## src/rtl/wb_pipe_pkg.sv

```systemverilog
// Shared widths, control-bit indices and payload layout for the writeback pipeline chain.
package wb_pipe_pkg;

  localparam int DATA_W        = 32;
  localparam int RD_W          = 5;
  localparam int CTRL_W        = 2;
  localparam int CTRL_REGWRITE = 0;
  localparam int CTRL_MEMTOREG = 1;

  typedef struct packed {
    logic [DATA_W-1:0] readdata;
    logic [DATA_W-1:0] alu_result;
    logic [RD_W-1:0]   rd;
    logic [CTRL_W-1:0] ctrl;
  } wb_payload_t;

  // Chain depth never exceeds four, so a 4-bit population count covers every build.
  function automatic logic [2:0] popcount4(input logic [3:0] bits);
    logic [2:0] n;
    n = 3'd0;
    for (int i = 0; i < 4; i++) begin
      n = n + {2'b00, bits[i]};
    end
    return n;
  endfunction

endpackage

```

## src/rtl/wb_pipe_slot.sv

```systemverilog
// One elastic stage: valid bit, payload register and the local link of the ready chain.
module wb_pipe_slot
  import wb_pipe_pkg::*;
#(
  parameter int W = $bits(wb_payload_t)
) (
  input  logic         clk,
  input  logic         reset,
  input  logic         flush,
  input  logic         up_valid,
  input  logic [W-1:0] up_data,
  input  logic         down_ready,
  output logic         ready,
  output logic         valid,
  output logic [W-1:0] data
);

  // An empty stage always accepts, which is what collapses bubbles.
  assign ready = ~valid | down_ready;

  // Stage state: reset clears everything, flush drops the valid bit, otherwise load on ready.
  always_ff @(posedge clk) begin
    if (reset) begin
      valid <= 1'b0;
      data  <= {W{1'b0}};
    end else begin
      if (flush) begin
        valid <= 1'b0;
      end else if (ready) begin
        valid <= up_valid;
      end else begin
        valid <= valid;
      end
      if (ready) begin
        data <= up_data;
      end else begin
        data <= data;
      end
    end
  end

endmodule

```

## src/rtl/wb_pipe_chain.sv

```systemverilog
// DEPTH-stage elastic memory/writeback pipeline with flush, bubble collapse and
// per-stage destination export for the hazard unit.
module wb_pipe_chain
  import wb_pipe_pkg::*;
#(
  parameter int DATA_W = wb_pipe_pkg::DATA_W,
  parameter int RD_W   = wb_pipe_pkg::RD_W,
  parameter int CTRL_W = wb_pipe_pkg::CTRL_W,
  parameter int DEPTH  = 2
) (
  input  logic                         clk,
  input  logic                         reset,
  input  logic                         in_valid,
  output logic                         in_ready,
  input  logic [DATA_W-1:0]            in_readdata,
  input  logic [DATA_W-1:0]            in_alu_result,
  input  logic [RD_W-1:0]              in_rd,
  input  logic [CTRL_W-1:0]            in_ctrl,
  input  logic                         flush,
  output logic                         out_valid,
  input  logic                         out_ready,
  output logic [DATA_W-1:0]            out_readdata,
  output logic [DATA_W-1:0]            out_alu_result,
  output logic [RD_W-1:0]              out_rd,
  output logic [CTRL_W-1:0]            out_ctrl,
  output logic [DEPTH-1:0]             stage_valid,
  output logic [DEPTH*RD_W-1:0]        stage_rd,
  output logic [$clog2(DEPTH+1)-1:0]   occupancy
);

  localparam int PW    = 2*DATA_W + RD_W + CTRL_W;
  localparam int OCC_W = $clog2(DEPTH+1);

  // Flat payload layout, LSB first: ctrl, rd, alu_result, readdata.
  logic [PW-1:0] in_payload;
  logic [PW-1:0] last_payload;

  assign in_payload = {in_readdata, in_alu_result, in_rd, in_ctrl};

  genvar i;
  generate
    for (i = 0; i < DEPTH; i++) begin : g_stage
      logic          up_valid;
      logic          down_ready;
      logic          slot_ready;
      logic          slot_valid;
      logic [PW-1:0] up_data;
      logic [PW-1:0] slot_data;

      if (i == 0) begin : g_head
        assign up_valid = in_valid;
        assign up_data  = in_payload;
      end else begin : g_body
        assign up_valid = g_stage[i-1].slot_valid;
        assign up_data  = g_stage[i-1].slot_data;
      end

      if (i == DEPTH-1) begin : g_tail
        assign down_ready = out_ready;
      end else begin : g_mid
        assign down_ready = g_stage[i+1].slot_ready;
      end

      wb_pipe_slot #(.W(PW)) u_slot (
        .clk        (clk),
        .reset      (reset),
        .flush      (flush),
        .up_valid   (up_valid),
        .up_data    (up_data),
        .down_ready (down_ready),
        .ready      (slot_ready),
        .valid      (slot_valid),
        .data       (slot_data)
      );

      assign stage_valid[i]              = slot_valid;
      assign stage_rd[i*RD_W +: RD_W]    = slot_valid ? slot_data[CTRL_W +: RD_W] : {RD_W{1'b0}};
    end
  endgenerate

  assign in_ready     = g_stage[0].slot_ready;
  assign out_valid    = g_stage[DEPTH-1].slot_valid;
  assign last_payload = g_stage[DEPTH-1].slot_data;

  // Bubbles must never carry regwrite/memtoreg into the register file.
  assign out_ctrl       = last_payload[CTRL_W-1:0] & {CTRL_W{out_valid}};
  assign out_rd         = last_payload[CTRL_W +: RD_W];
  assign out_alu_result = last_payload[CTRL_W+RD_W +: DATA_W];
  assign out_readdata   = last_payload[CTRL_W+RD_W+DATA_W +: DATA_W];

  // Occupancy is a plain popcount of the stage valid bits.
  always_comb begin
    occupancy = OCC_W'(popcount4(4'(stage_valid)));
  end

endmodule
```

## config.mk

```make
export PLATFORM = sky130hd
export DESIGN_NAME = wb_pipe_chain
export DESIGN_NICKNAME = d
export VERILOG_FILES = /design/src/rtl/wb_pipe_pkg.sv /design/src/rtl/wb_pipe_slot.sv /design/src/rtl/wb_pipe_chain.sv
export SDC_FILE = /design/constraint.sdc
export NUM_CORES = 1
export LEC_CHECK = 0
export ABC_AREA = 1
export BUFFER_PORTS_ARGS = -buffer_cell sky130_fd_sc_hd__buf_2
export CORE_UTILIZATION = 40
export CTS_CLUSTER_DIAMETER = 80
export DETAILED_ROUTE_END_ITERATION = 12
export GPL_ROUTABILITY_DRIVEN = 0
export GPL_TIMING_DRIVEN = 1
export PLACE_DENSITY = 0.66
export SLEW_MARGIN = 0
export SYNTH_ARGS = -nofsm -noshare
export SYNTH_HDL_FRONTEND = slang
export SYNTH_SLANG_ARGS = --single-unit
export TNS_END_PERCENT = 50
```

## constraint.sdc

```tcl
create_clock -name clk -period 1.35 [get_ports clk]
set_clock_uncertainty 0.15 [all_clocks]
set_input_delay 0.0675 -clock clk [delete_from_list [all_inputs] [get_ports clk]]
set_output_delay 0.0675 -clock clk [all_outputs]
set_load 0.05 [all_outputs]
```

==> results.tsv <==
stage	metric	value	unit
critical_path	reg-to-reg slack, setup	-0.10	ns
sta	RSZ-0062 raised after global routing	yes	
critical_path	CP required	1.13	ns
finish	Area Growth Syn to Fin	43.90	%
floorplanning	Core Rows	44	
synthesis	Yosys top cell area share	47.85	%
critical_path	slowest CP cell	dfxtp_4	
power	Max VDD drop	0.9212	mV
drt	wire per inst	12.81	um
floorplanning	Die X	124.7	um
drt	antenna viol nets, final	0	
grt	vias in the first global route	5138	
synthesis	Post-synth ARST share	0	%
synthesis	Top FF cell, synth	dfxtp_1	
critical_path	CP Buf/Inv Count	2	
clock_tree	number of clock sinks	144	
drt	final WL	15970	um
flow_run	max_cap viols	0	
critical_path	CP endpoint kind	primary output	
sta	final setup margin	-0.1715	ns
critical_path	CP delay by family, top	flip-flops	
floorplanning	Core ar.	14590	um2
drt	Via Count	5569	
synthesis	Synth area leader	dfxtp_1	
critical_path	CP max stage delay	0.35	ns
synthesis	synth cell count leaders	nor2_1, nand2_1, dfxtp_1	
clock_tree	CTS tree	built	
finish	# nets final	1128	
min_path	Hold Path Class	in -> reg	
clock_tree	Clock Latency Late Sink	0.42	ns
placement	IO Port Bufs	162	
critical_path	startpoint types	flip-flop	
clock_tree	CTS max path bufs	2	
sta	Hold Vio Cnt, Final	0	
drt	drt pass-1 iters	4	
synthesis	mux contribution to synthesized area	0	%
outcome	outcome	finished, violations left	
synthesis	post-synthesis compound-gate area fraction	5.981	%
synthesis	Netlist Area Pre-Place	6025	um2
synthesis	Adder-Cell Fraction of Synth Area	0.2077	%
sta	Tcrit/Tclk final	112.7	%
placement	hpwl dp	8150	um
critical_path	worst path arrival time	1.30	ns
clock_tree	Clock transition at path regs	0.06	ns
floorplanning	IO Count	163	
sta	setup violators final	144	
synthesis	Synth Warn #	0	
floorplanning	Starting Density	41.30	%
clock_tree	H-tree depth	4	
synthesis	post-synthesis sequential area ratio	47.85	%
drt	DRC Markers	0	
finish	fillers	1312	
sta	Max Transition Viols Final	0	
synthesis	Synth Area per Inst	6.933	um2
sta	hold_ws	0.1102	ns
power	PD cells	1210	nW/um2
finish	antenna diode count	0	
synthesis	xor and xnor area share after synthesis	0	%
sta	Period minus WS final	1.521	ns
sta	setup tns final	-6.885	ns
synthesis	Synthesized Nets	946	
drt	Via density	4.466	
clock_tree	clock root buffer	clkbuf_16	
synthesis	Post-synth EDFFs	0	
finish	layout cells sized above 1	26.90	%
floorplanning	die area	15560	um2
grt	first-pass GRT wire length	24190	um
grt	GRT Total Usage	19.10	%
critical_path	crit path max fanout	7	
power	Leakage	4.656	nW
synthesis	main combinational cell family by area after synthesis	simple AND/OR/NAND/NOR gates	
drt	Detailed Route Iter0 Violations	252	
grt	GRT overflow	0	
outcome	failing checks	negative setup slack	
synthesis	number of synthesized register bits	144	
floorplanning	Vert. Die Dim	124.7	um
clock_tree	Num CTS Buffers	17	
synthesis	largest cells by area after synthesis	dfxtp_1, nor2_1, nand2_1	
critical_path	cell mode on critical path	buf_8	
sta	maximum clock frequency	657.3	MHz
critical_path	crit path kind	reg -> out	
grt	initial antenna violation count	0	
critical_path	cell chain of the critical path	buf_8 > ha_4 > buf_8	
synthesis	Simple-Gate Fraction of Synth Area	28.00	%
sta	Least-Margin Pin Slew	0.2834	ns
grt	largest net degree at the start of global routing	51	
synthesis	count of cell types in the netlist	15	
synthesis	most instantiated library cell after synthesis	nor2_1	
sta	relative slew slack	81.24	%
synthesis	Synth Instances	869	
-- cells in the final DEF (no fill, tap or decap), types with 2 or more instances in the layout --
| cell type | n |
|---|---|
| buf_8 | 11 |
| nand4_1 | 5 |
| clkbuf_16 | 24 |
| dlygate4sd3_1 | 75 |
| buf_2 | 145 |
| clkinvlp_4 | 10 |
| clkbuf_8 | 3 |
| dfxtp_4 | 2 |
| nand2_4 | 3 |
| nor2_1 | 264 |
| nor2_2 | 16 |
| clkinv_2 | 5 |
| buf_4 | 15 |
| nand2_2 | 11 |
| buf_6 | 11 |
| inv_2 | 5 |
| o21ai_1 | 42 |
| inv_1 | 78 |
| bufinv_16 | 2 |
| nand2_1 | 141 |
| buf_16 | 3 |
| dfxtp_1 | 142 |
| o21ai_0 | 28 |
| buf_12 | 12 |
-- final timing paths --
path,end,from,cells after the start
max,occupancy[0],g_stage[0].u_slot.valid$_SDFFE_PP0P_,3
min,g_stage[0].u_slot.data[5]$_SDFFE_PP0P_,out_ready,7
max reg2reg,g_stage[1].u_slot.data[6]$_SDFFE_PP0P_,g_stage[1].u_slot.valid$_SDFFE_PP0P_,6
min reg2reg,g_stage[1].u_slot.data[37]$_SDFFE_PP0P_,g_stage[0].u_slot.data[37]$_SDFFE_PP0P_,2
-- worst min-delay path, stage by stage --
cell	delay (ns)
buf_2	0.09
inv_2	0.06
nand3_4	0.10
buf_12	0.17
nand2_1	0.06
nand2_1	0.06
nor2_1	0.03
-- sequential cells by signal, indices dropped and copies added, names as in the netlist --
signal                count
g_stage.u_slot.data     142
g_stage.u_slot.valid      2
-- routing by layer --
layer	GRT usage (%)	part of all wire, %
met2	31.88	48
met4	7.512	2.2
met5	0	0
met3	4.940	4.1
met1	23.38	46
-- logic make-up (layout without fill, tap and decap cells) --
group,count (synthesis),in the layout
compound gates,72,72
fa+ha+maj,1,1
buf+inv,209,403
flops,144,144
simple gates,443,443
-- power by group --
part / internal, W / switching (W)
Sequential: 0.00446 / 0.000122
Clock: 0.00284 / 0.00176
Combinational: 0.000532 / 0.000765
Total: 0.00784 / 0.00265
-- timing repair --
action	CTS	global route
pin swaps	10	1
endpoints found under the setup margin	18	160
endpoints found under the hold margin	73	0
cloned	1	10
buffers inserted	9	3
gates resized for setup	70	77
hold buffers	75	0
-- stage by stage --
stage | total power, W | cell area (um2) | setup WS (ns) | util (%) | std cells
2_1_floorplan | 0.005506 | 6057 | 0.01234 | - | 869
3_3_place_gp | 0.005705 | 6668 | 0.07729 | 45.70 | 1118
3_5_place_dp | 0.005716 | 6668 | 0.06882 | 45.70 | 1118
4_1_cts | 0.01052 | 8289 | -0.1779 | 56.82 | 1234
5_1_grt | 0.01094 | 8670 | -0.2098 | 59.43 | 1247
6_report | 0.01049 | 8670 | -0.1715 | 59.43 | 1247
-- cell type report --
type                       instances  area, um2  area share [%]
clock buffer                      21      470.5           5.426
clock inverter                    10      111.4           1.284
inverter                          92      380.4           4.387
multi-input combinational        516       2178           25.13
sequential                       144       2890           33.34
tap                              184      230.2           2.656
timing repair buffer             280       2409           27.78
Power figures use the tool's default switching activity.
